--- src/rtl/seq_alu_pkg.sv ---
// Shared types and constants for the sequential ALU: opcode encoding,
// flag bit positions and the handshake FSM states.
package alu_pkg;

   typedef enum logic [2:0] {
      OP_ADD = 3'b000,
      OP_SUB = 3'b001,
      OP_AND = 3'b010,
      OP_XOR = 3'b011,
      OP_OR  = 3'b100,
      OP_SLT = 3'b101,
      OP_SRL = 3'b110,
      OP_MUL = 3'b111
   } alu_op_e;

   localparam int F_Z   = 3;
   localparam int F_NEG = 2;
   localparam int F_C   = 1;
   localparam int F_V   = 0;

   typedef enum logic {
      S_IDLE = 1'b0,
      S_MUL  = 1'b1
   } state_e;

endpackage

--- src/rtl/seq_alu_if.sv ---
// Operand-side and result-side valid/ready bundle of the sequential ALU.
// The master is the decode/writeback side, the slave is the ALU.
interface seq_alu_if #(
   parameter int N = 32
) ();

   logic         in_valid;
   logic         in_ready;
   logic [N-1:0] A;
   logic [N-1:0] B;
   logic [2:0]   ALUControl;
   logic         out_valid;
   logic         out_ready;
   logic [N-1:0] Result;
   logic [3:0]   flags;

   modport master (
      output in_valid, A, B, ALUControl, out_ready,
      input  in_ready, out_valid, Result, flags
   );

   modport slave (
      input  in_valid, A, B, ALUControl, out_ready,
      output in_ready, out_valid, Result, flags
   );

endinterface

--- src/rtl/seq_alu_mul.sv ---
// Iterative unsigned multiplier: one shift-add step per cycle, LSB-first over B.
// prod presents the accumulator value being written this cycle, so it is final while done=1.
module seq_mul #(
   parameter int N = 32
) (
   input  logic           clk,
   input  logic           rst_n,
   input  logic           start,
   input  logic [N-1:0]   A,
   input  logic [N-1:0]   B,
   output logic           busy,
   output logic           done,
   output logic [2*N-1:0] prod
);

   localparam int CW = $clog2(N) + 1;

   logic [2*N-1:0] acc_q, acc_d;
   logic [2*N-1:0] mcand_q, mcand_d;
   logic [N-1:0]   mplier_q, mplier_d;
   logic [CW-1:0]  count_q, count_d;
   logic           busy_q, busy_d;
   logic           last_step;

   always_comb begin
      acc_d     = acc_q;
      mcand_d   = mcand_q;
      mplier_d  = mplier_q;
      count_d   = count_q;
      busy_d    = busy_q;
      last_step = busy_q && (count_q == CW'(N - 1));

      if (start) begin
         acc_d    = '0;
         mcand_d  = {{N{1'b0}}, A};
         mplier_d = B;
         count_d  = '0;
         busy_d   = 1'b1;
      end else if (busy_q) begin
         acc_d    = acc_q + (mplier_q[0] ? mcand_q : '0);
         mcand_d  = mcand_q << 1;
         mplier_d = mplier_q >> 1;
         count_d  = last_step ? '0 : count_q + 1'b1;
         busy_d   = !last_step;
      end
   end

   always_ff @(posedge clk) begin
      if (!rst_n) begin
         acc_q    <= '0;
         mcand_q  <= '0;
         mplier_q <= '0;
         count_q  <= '0;
         busy_q   <= 1'b0;
      end else begin
         acc_q    <= acc_d;
         mcand_q  <= mcand_d;
         mplier_q <= mplier_d;
         count_q  <= count_d;
         busy_q   <= busy_d;
      end
   end

   assign busy = busy_q;
   assign done = last_step;
   assign prod = acc_d;

endmodule

--- src/rtl/seq_alu.sv ---
// Registered, valid/ready ALU with Z/N/C/V flags. Single-cycle ops complete on the
// accepting edge; MUL hands off to seq_mul and stalls the input side for N cycles.
module seq_alu
   import alu_pkg::*;
#(
   parameter int N = 32
) (
   input  logic      clk,
   input  logic      rst_n,
   seq_alu_if.slave  bus
);

   localparam int SHW = $clog2(N);

   state_e         state_q, state_d;
   logic           out_valid_q, out_valid_d;
   logic [N-1:0]   result_q, result_d;
   logic [3:0]     flags_q, flags_d;

   alu_op_e        op;
   logic           in_ready;
   logic           accept;
   logic           mul_start;
   logic           mul_busy;
   logic           mul_done;
   logic [2*N-1:0] mul_prod;

   logic           sub_mode;
   logic [N-1:0]   b_eff;
   logic [N:0]     add_full;
   logic           add_ovf;
   logic [N-1:0]   alu_res;
   logic           alu_c;
   logic           alu_v;

   logic           load_out;
   logic [N-1:0]   fin_res;
   logic           fin_c;
   logic           fin_v;

   assign op        = alu_op_e'(bus.ALUControl);
   assign in_ready  = rst_n && (state_q == S_IDLE) && (!out_valid_q || bus.out_ready);
   assign accept    = bus.in_valid && in_ready;
   assign mul_start = accept && (op == OP_MUL);

   seq_mul #(.N(N)) u_mul (
      .clk   (clk),
      .rst_n (rst_n),
      .start (mul_start),
      .A     (bus.A),
      .B     (bus.B),
      .busy  (mul_busy),
      .done  (mul_done),
      .prod  (mul_prod)
   );

   // SLT shares the subtractor; its less-than bit is sign corrected by the overflow term.
   always_comb begin : datapath
      sub_mode = (op == OP_SUB) || (op == OP_SLT);
      b_eff    = sub_mode ? ~bus.B : bus.B;
      add_full = {1'b0, bus.A} + {1'b0, b_eff} + {{N{1'b0}}, sub_mode};
      add_ovf  = (bus.A[N-1] == b_eff[N-1]) && (add_full[N-1] != bus.A[N-1]);
      alu_res  = '0;
      alu_c    = 1'b0;
      alu_v    = 1'b0;
      case (op)
         OP_ADD, OP_SUB: begin
            alu_res = add_full[N-1:0];
            alu_c   = add_full[N];
            alu_v   = add_ovf;
         end
         OP_AND:  alu_res = bus.A & bus.B;
         OP_XOR:  alu_res = bus.A ^ bus.B;
         OP_OR:   alu_res = bus.A | bus.B;
         OP_SLT:  alu_res = {{(N-1){1'b0}}, add_full[N-1] ^ add_ovf};
         OP_SRL:  alu_res = bus.A >> bus.B[SHW-1:0];
         OP_MUL:  alu_res = '0;
      endcase
   end

   always_comb begin : fsm
      state_d     = state_q;
      out_valid_d = out_valid_q;
      result_d    = result_q;
      flags_d     = flags_q;
      load_out    = 1'b0;
      fin_res     = alu_res;
      fin_c       = alu_c;
      fin_v       = alu_v;

      if (out_valid_q && bus.out_ready) begin
         out_valid_d = 1'b0;
      end

      case (state_q)
         S_IDLE: begin
            if (accept) begin
               if (op == OP_MUL) begin
                  state_d = S_MUL;
               end else begin
                  load_out = 1'b1;
               end
            end
         end
         S_MUL: begin
            if (mul_done) begin
               load_out = 1'b1;
               fin_res  = mul_prod[N-1:0];
               fin_c    = 1'b0;
               fin_v    = |mul_prod[2*N-1:N];
               state_d  = S_IDLE;
            end else if (!mul_busy) begin
               state_d  = S_IDLE;
            end
         end
      endcase

      if (load_out) begin
         result_d       = fin_res;
         flags_d[F_Z]   = (fin_res == '0);
         flags_d[F_NEG] = fin_res[N-1];
         flags_d[F_C]   = fin_c;
         flags_d[F_V]   = fin_v;
         out_valid_d    = 1'b1;
      end
   end

   always_ff @(posedge clk) begin
      if (!rst_n) begin
         state_q     <= S_IDLE;
         out_valid_q <= 1'b0;
         result_q    <= '0;
         flags_q     <= '0;
      end else begin
         state_q     <= state_d;
         out_valid_q <= out_valid_d;
         result_q    <= result_d;
         flags_q     <= flags_d;
      end
   end

   assign bus.in_ready  = in_ready;
   assign bus.out_valid = out_valid_q;
   assign bus.Result    = result_q;
   assign bus.flags     = flags_q;

endmodule
--- src/flat_wrapper.sv ---
// flat-port wrapper written by rule: the top's interface ports become plain ports
module seq_alu_flat import alu_pkg::*;
#(
   parameter int N = 32
)
  (clk, rst_n, bus_in_valid, bus_A, bus_B, bus_ALUControl, bus_out_ready, bus_in_ready, bus_out_valid, bus_Result, bus_flags);
  seq_alu_if #(.N(N)) bus_i ();
  input  logic clk;
  input  logic rst_n;
  input wire logic [$bits(bus_i.in_valid)-1:0] bus_in_valid;
  input wire logic [$bits(bus_i.A)-1:0] bus_A;
  input wire logic [$bits(bus_i.B)-1:0] bus_B;
  input wire logic [$bits(bus_i.ALUControl)-1:0] bus_ALUControl;
  input wire logic [$bits(bus_i.out_ready)-1:0] bus_out_ready;
  output wire logic [$bits(bus_i.in_ready)-1:0] bus_in_ready;
  output wire logic [$bits(bus_i.out_valid)-1:0] bus_out_valid;
  output wire logic [$bits(bus_i.Result)-1:0] bus_Result;
  output wire logic [$bits(bus_i.flags)-1:0] bus_flags;
  assign bus_i.in_valid = bus_in_valid;
  assign bus_i.A = bus_A;
  assign bus_i.B = bus_B;
  assign bus_i.ALUControl = bus_ALUControl;
  assign bus_i.out_ready = bus_out_ready;
  assign bus_in_ready = bus_i.in_ready;
  assign bus_out_valid = bus_i.out_valid;
  assign bus_Result = bus_i.Result;
  assign bus_flags = bus_i.flags;
  seq_alu #(.N(N)) u_core (.clk(clk), .rst_n(rst_n), .bus(bus_i));
endmodule
--- config.mk ---
export PLATFORM = sky130hd
export DESIGN_NAME = seq_alu_flat
export DESIGN_NICKNAME = d
export VERILOG_FILES = /design/src/rtl/seq_alu_pkg.sv /design/src/rtl/seq_alu_if.sv /design/src/rtl/seq_alu_mul.sv /design/src/rtl/seq_alu.sv /design/src/flat_wrapper.sv
export SDC_FILE = /design/constraint.sdc
export NUM_CORES = 1
export LEC_CHECK = 0
export ABC_AREA = 1
export ABC_CLOCK_PERIOD_IN_PS = 5200
export BUFFER_PORTS_ARGS = -buffer_cell sky130_fd_sc_hd__buf_2
export CAP_MARGIN = 0
export CELL_PAD_IN_SITES_DETAIL_PLACEMENT = 0
export CELL_PAD_IN_SITES_GLOBAL_PLACEMENT = 2
export CORE_MARGIN = 2
export CORE_UTILIZATION = 35
export CTS_CLUSTER_SIZE = 10
export DETAILED_ROUTE_END_ITERATION = 12
export PLACE_DENSITY_LB_ADDON = 0.1
export SYNTH_ARGS = -nofsm -noshare
export SYNTH_HDL_FRONTEND = slang
export SYNTH_HIERARCHICAL = 1
export SYNTH_SLANG_ARGS = --single-unit
--- constraint.sdc ---
create_clock -name clk -period 5.2 [get_ports clk]
set_clock_uncertainty 0.2 [all_clocks]
set_input_delay 0.78 -clock clk [delete_from_list [all_inputs] [get_ports clk]]
set_output_delay 0.78 -clock clk [all_outputs]
set_load 0.01 [all_outputs]
==> results of run 1 <==
==> report_power, final <==
group / total (mW) / switching [mW] / internal (mW) / leakage, nW
Combinational: 1.20 / 0.852 / 0.345 / 11.5
Clock: 1.99 / 0.813 / 1.18 / 0.446
Sequential: 1.63 / 0.0303 / 1.60 / 1.65
==> cell usage in the layout (no fill, tap or decap), types with 10 or more instances in the layout <==
cell type and n:
nand3_1 319, a21oi_1 194, nand4_1 21, dfxtp_1 202
a22oi_1 31, nor4_1 23, o21ai_0 118, o211ai_1 15
buf_4 40, buf_2 107, nand2_2 26, xor2_1 43
or2_2 46, clkbuf_16 29, nor2_1 284, nor3_1 54
nand3b_1 21, nand3_2 15, ha_1 159, nand2_1 1371
a221oi_1 10, nor2_2 11, inv_2 15, inv_1 718
==> sequential cells by signal (all words and copies together) (netlist names) <==
register / count
u_core/u_mul/acc_q: 64
u_core/u_mul/mcand_q: 64
u_core/u_mul/mplier_q: 32
u_core/bus.Result: 31
u_core/u_mul/count_q: 6
u_core/bus.flags: 4
u_core/bus.out_valid: 1
u_core/state_q: 1
u_core/u_mul/busy: 1
==> through the flow <==
stage / setup WS (ps) / instances / total power, mW
detailed placement: 401.7 / 4698 / 2.843
floorplan: 1675 / 3905 / 2.384
global route: 414.5 / 4747 / 5.048
finish: 697.9 / 4749 / 4.820
CTS: 741.4 / 4747 / 4.859
global placement: 353.8 / 4698 / 2.856
==> cells in the mapped netlist (5+ instances only) <==
| cell type | instances | area, sq um |
|---|---|---|
| dfxtp_1 | 204 | 4084 |
| buf_1 | 11 | 41.29 |
| a221oi_1 | 10 | 87.58 |
| nor3_1 | 54 | 270.3 |
| nand2_2 | 25 | 156.4 |
| or2_2 | 46 | 287.8 |
| nand2_1 | 1372 | 5150 |
| nand3_1 | 319 | 1597 |
| o21ai_0 | 118 | 590.6 |
| ha_1 | 159 | 1989 |
| nor4_1 | 23 | 143.9 |
| o211ai_1 | 15 | 112.6 |
| nand4_1 | 21 | 131.4 |
| a22oi_1 | 31 | 232.7 |
| a21oi_1 | 194 | 970.9 |
| nor2_1 | 287 | 1077 |
| xor2_1 | 43 | 376.6 |
| inv_1 | 719 | 2699 |
| buf_2 | 36 | 180.2 |
| xnor2_1 | 6 | 52.55 |
| o21ai_1 | 9 | 45.04 |
| nor2_2 | 12 | 75.07 |
| a211oi_1 | 5 | 37.54 |
| nand3_2 | 15 | 150.1 |
| inv_2 | 14 | 52.55 |
| clkbuf_1 | 83 | 311.6 |
| nand3b_1 | 21 | 157.7 |
| o21bai_1 | 9 | 67.56 |
==> final timing paths <==
| check | start | end | slack [ps] | depth (start not counted) |
|---|---|---|---|---|
| worst max register to register | u_core/u_mul/mplier_q[0] | u_core/bus.flags[0] | 700 | 20 |
| worst max-delay path | u_core/u_mul/mplier_q[0] | u_core/bus.flags[0] | 700 | 20 |
| worst min register to register | u_core/u_mul/mcand_q[63] | u_core/u_mul/mcand_q[63] | 260 | 2 |
| worst min-delay path | u_core/u_mul/mcand_q[63] | u_core/u_mul/mcand_q[63] | 260 | 2 |
==> per-layer routing <==
metal / part of all wire (%) / up-vias
met5: 0 / -
met4: 6.2 / 0
met3: 3.9 / 172
met2: 49 / 577
met1: 41 / 10748
li1: - / 12175
==> worst max-delay path, stage by stage (launching register included) <==
cell	delay (ps)
dfxtp_2	510
buf_4	350
nand2_1	80
inv_1	60
ha_1	260
nand2_1	130
inv_1	50
a21oi_1	320
nand2_1	140
inv_1	90
nand2_1	160
a21oi_1	340
nand3_1	120
nand2_1	90
nand2_1	50
nand2_1	110
inv_1	60
nor4_1	400
nand4_1	240
o21ai_0	470
a31oi_1	140
==> logic make-up (layout without fill, tap and decap cells) <==
kind of cell | after synthesis | in the layout | synth area share [%]
adders and majority gates | 161 | 161 | 9.432
other | 0 | 2 | 0
and+or+nand+nor | 2208 | 2208 | 43.27
DFF | 204 | 204 | 18.98
AOI/OAI and AO/OA | 413 | 413 | 10.80
buffers and inverters | 870 | 930 | 15.52
xor gates and xnor gates | 49 | 49 | 1.995
==> final cells by class <==
type	count	area (sq um)	area share, %
Inverter	734	2755	11.62
Antenna cell	2	5.005	0.02111
Multi-Input combinational cell	2831	14120	59.59
Tap cell	782	978.4	4.128
Clock inverter	8	95.09	0.4012
Timing Repair Buffer	147	835.8	3.526
Sequential cell	204	4089	17.25
Clock buffer	41	820.8	3.463
==> flow_summary_export.csv, run 1 <==
group,metric,value,unit
timing,fin_crit,4502,ps
clocking,htree_levels,1,
worst_setup_path,critPathMaxFanout,25,
timing,hold_slack,261.6,ps
worst_setup_path,start_kind,"register",
final_layout,drive_gt1_share,8.146,%
clocking,insertion_delay,600,ps
synthesis,synth-seq-area-share,18.98,%
grt,grt_pass1_wl,145900,um
worst_setup_path,arrival,4770,ps
routing,drt.antenna.violating_nets,0,
run,drv_cap,0,
clocking,cts_buffer_depth,3,
die,placementRows,90,
grt,antenna_found_initial,2,
timing,hold_violations,0,
final_layout,n_fill_cell,7055,
placement,place_hpwl,80830,um
synthesis,ys.flop_type,"dfxtp_1",
pwr,ir_worst_vdd,0.0002490,V
grt,met1_usage,35.61,%
clocking,clkSinkCount,204,
die,die_area,63470,sq um
routing,drc,0,
timing,slew_viol_final,0,
synthesis,postSynthAreaPerCell,5.510,sq um
timing,period_share,86.58,%
die,die_w,251.9,um
grt,overflow,0,
die,num_io_pins,109,
die,start_util,35.51,%
final_layout,area_delta_synth_final,10.17,%
grt,track_usage,30.75,%
synthesis,yosys.cell_types.count,49,
timing,tightest_slew,944.4,ps
die,die_h,251.9,um
synthesis,async_reset_ff_share,0,%
timing,setup_violations,0,
clocking,post_cts_resized,0,
routing,drtIter0Drc,1592,
routing,routed-via-count,23672,
hold_path,hold_class,"reg2reg",
placement,placed_cell_area,22780,sq um
synthesis,synth-seq-cells,204,
routing,wl_per_cell,20.79,um
final_layout,post-route-cell-area,23700,sq um
clocking,cts_buffers,28,
grt,use_met3,2.662,%
placement,port_buffers,108,
clocking,root_buffer,"clkbuf_16",
synthesis,syn_area,21520,sq um
worst_setup_path,worst_setup_path_end_kind,"register",
worst_setup_path,required,5470,ps
routing,vias_per_cell,4.985,
grt,busiest_layer,"met2",
synthesis,yosysWarningCount,6,
synthesis,synth_edf_count,0,
final_layout,fin_nets,4178,
final_layout,post-route-util,39.12,%
pwr,p_leak,13.64,nW
clocking,clk_pin_slew,60,ps
clocking,postCtsSetupBuffers,0,
synthesis,syn_nets,4137,
die,core_area,60580,sq um
grt,grt_pass1_vias,23084,
clocking,cts_tree,"done",
synthesis,syn_inst,3905,
clocking,cts_hold_buf,0,
routing,drtPass1Iterations,6,
placement,place.gp.congestion,1.004,
timing,slew_headroom,37.04,%
grt,grtUsageMet2,56.19,%
timing,rsz0062_at_grt,"false",
run_status,status,"complete, no violations",
grt,grt_max_degree,72,
timing,max_freq,222.1,MHz
worst_setup_path,path_class,"reg2reg",
pwr,cellPowerDensity,203.3,nW/um^2
timing,tns,0,ps
routing,wl,98710,um
Note: power is estimated with default switching activity, not from simulation.
==> run 2: changes to the inputs <==
==> constraint.sdc (replaced) <==
create_clock -name clk -period 5.2 [get_ports clk]
set_clock_uncertainty 0.2 [all_clocks]
set_input_delay 0.26 -clock clk [delete_from_list [all_inputs] [get_ports clk]]
set_output_delay 0.26 -clock clk [all_outputs]
set_load 0.01 [all_outputs]
==> run 2 against run 1 <==
  * Power is 0.99% higher
  * Worst hold slack got worse by 240 ps
  * Fmax shrank 5.9%
  * Clock power barely moved
  * Largest cell class unchanged
  * Largest power group unchanged
==> flow_summary_export.csv, run 2 (same netlist as run 1, synthesis figures left out) <==
group,metric,value,unit
run_status,status,"complete, no violations",
clocking,htree_levels,1,
clocking,cts_buffers,28,
routing,wl_per_cell,20.87,um
worst_setup_path,path_buf_inv,5,
timing,period_share,91.96,%
die,core_area,60580,sq um
clocking,clkSinkCount,204,
worst_setup_path,critPathMaxFanout,41,
final_layout,drive_gt1_share,8.004,%
clocking,insertion_delay,580,ps
routing,routed-via-count,23922,
die,die_area,63470,sq um
final_layout,post-route-util,39.77,%
hold_path,hold_class,"in2reg",
die,die_w,251.9,um
clocking,cts_buffer_depth,3,
final_layout,post-route-cell-area,24090,sq um
clocking,clk_pin_slew,60,ps
pwr,ir_worst_vdd,0.0002417,V
clocking,root_buffer,"clkbuf_16",
timing,slew_viol_final,0,
die,num_io_pins,109,
timing,max_freq,209.1,MHz
worst_setup_path,crit_chain,"buf_12 > nand2_1 > inv_1 > ha_1 > nand2_1 > nor2_1 > nand2_1 > inv_1 > a21oi_1 > nand2_1 > nand2_1 > nand2_1 > nand2_1 > nand2_1 > nand2_1 > nand2_1 > inv_1 > nor4_1 > nand4_1 > o21ai_0 > buf_4 > a31oi_1",
placement,place_hpwl,81280,um
grt,grt_max_degree,55,
die,start_util,35.51,%
final_layout,fin_nets,4214,
clocking,cts_tree,"done",
final_layout,n_fill_cell,7071,
timing,tightest_slew,959.6,ps
grt,grt_pass1_vias,23120,
grt,overflow,0,
die,die_h,251.9,um
routing,drc,0,
timing,hold_violations,0,
timing,tns,0,ps
final_layout,final_common_cell,"nand2_1",
final_layout,reg_top3,"u_core/u_mul/acc_q: 64 flops, u_core/u_mul/mcand_q: 64 flops, u_core/u_mul/mplier_q: 32 flops",
final_layout,area_delta_synth_final,11.98,%
run,drv_cap,0,
die,placementRows,90,
final_layout,layout_common_cells,"nand2_1, inv_1, nand3_1, nor2_1, dfxtp_1",
worst_setup_path,path_class,"reg2reg",
pwr,p_leak,13.80,nW
final_layout,n_antenna_cell,0,
worst_setup_path,arrival,5040,ps
worst_setup_path,worst_setup_path_end_kind,"register",
routing,drtIter0Drc,1581,
routing,wl,99740,um
worst_setup_path,required,5450,ps
timing,setup_violations,0,
placement,place.gp.congestion,0.9787,
grt,grt_pass1_wl,146600,um
placement,port_buffers,108,
timing,fin_crit,4782,ps
worst_setup_path,slowest_delay,630,ps
pwr,finalPower,4.867,mW
placement,placed_cell_area,22770,sq um
worst_setup_path,cp_common_cell,"nand2_1",
pwr,cellPowerDensity,202.0,nW/um^2
routing,drt.antenna.violating_nets,0,
worst_setup_path,cp_top_family,"simple AND/OR/NAND/NOR gates",
routing,vias_per_cell,5.005,
grt,track_usage,30.96,%
timing,rsz0062_at_grt,"false",
worst_setup_path,start_kind,"register",
timing,slew_headroom,35.87,%
routing,drtPass1Iterations,7,
worst_setup_path,cp_slowest_cell,"nor4_1",
grt,antenna_found_initial,0,
[run 2: changes by cell type in the layout (fill, tap and decap cells not counted), sizes merged]
cell / change
buf: -3
bufinv: +1
clkbuf: -3
clkinvlp: -1
diode: -2
dlygate4sd3: +39
[run 2: final timing paths]
check / start / to / slack [ps] / cells past startpoint
setup / recovery: u_core/u_mul/mplier_q[0] / u_core/bus.flags[0] / 420 / 22
hold reg to reg: u_core/u_mul/mcand_q[63] / u_core/u_mul/mcand_q[63] / 260 / 2
hold / removal: bus_A[31] / u_core/u_mul/mcand_q[31] / 30 / 5
setup reg to reg: u_core/u_mul/mplier_q[0] / u_core/bus.flags[0] / 420 / 22
[run 2: per-stage QoR]
stage | setup WS, ps | hold slack [ps] | std cells
after floorplan | 1695 | 198.4 | 3905
after global placement | 357.7 | 251.3 | 4695
after detailed placement | 442.9 | 255.5 | 4695
after CTS | 428.4 | 0.1370 | 4780
after global routing | 185.7 | 38.08 | 4780
final | 418.1 | 25.84 | 4780
[run 2: per-layer routing]
metal / GRT usage [%] / part of all wire [%] / vias up / routed length [um]
li1: - / - / 12275 / -
met1: 35.99 / 40 / 10800 / 40090
met2: 55.10 / 48 / 641 / 48310
met3: 2.311 / 4.0 / 206 / 4013
met4: 19.41 / 7.3 / 0 / 7315
met5: 0 / 0 / - / 0
[run 2: power breakdown]
group | total (mW) | leakage, nW | internal (mW) | switching [mW]
logic | 1.22 | 11.7 | 0.362 | 0.859
clock network | 2.02 | 0.456 | 1.22 | 0.796
registers | 1.63 | 1.65 | 1.60 | 0.0285
total | 4.87 | 13.8 | 3.18 | 1.68
[run 2: area by class of cell]
type                    instances  area [sq um]  area share (%)
multi-input cells            2831         14120           58.62
flip-flops and latches        204          4089           16.97
inverters                     734          2755           11.44
repair buffers                183          1216           5.048
well taps                     782         978.4           4.061
clock buffers                  38         809.5           3.360
clock inverters                 8         121.4          0.5037
[run 2: repair_timing]
action                                 CTS  global route
endpoints found under the hold margin   42             0
hold buffers                            39             0
setup endpoints to repair                0             0
buffers inserted                         0             0
gates resized for setup                  0             0
[run 2: tightest hold or removal path, cell delays in order]
cell and delay [ps]:
buf_2 210, nand2_1 120, nand3_1 80, nand2_1 50
inv_1 30
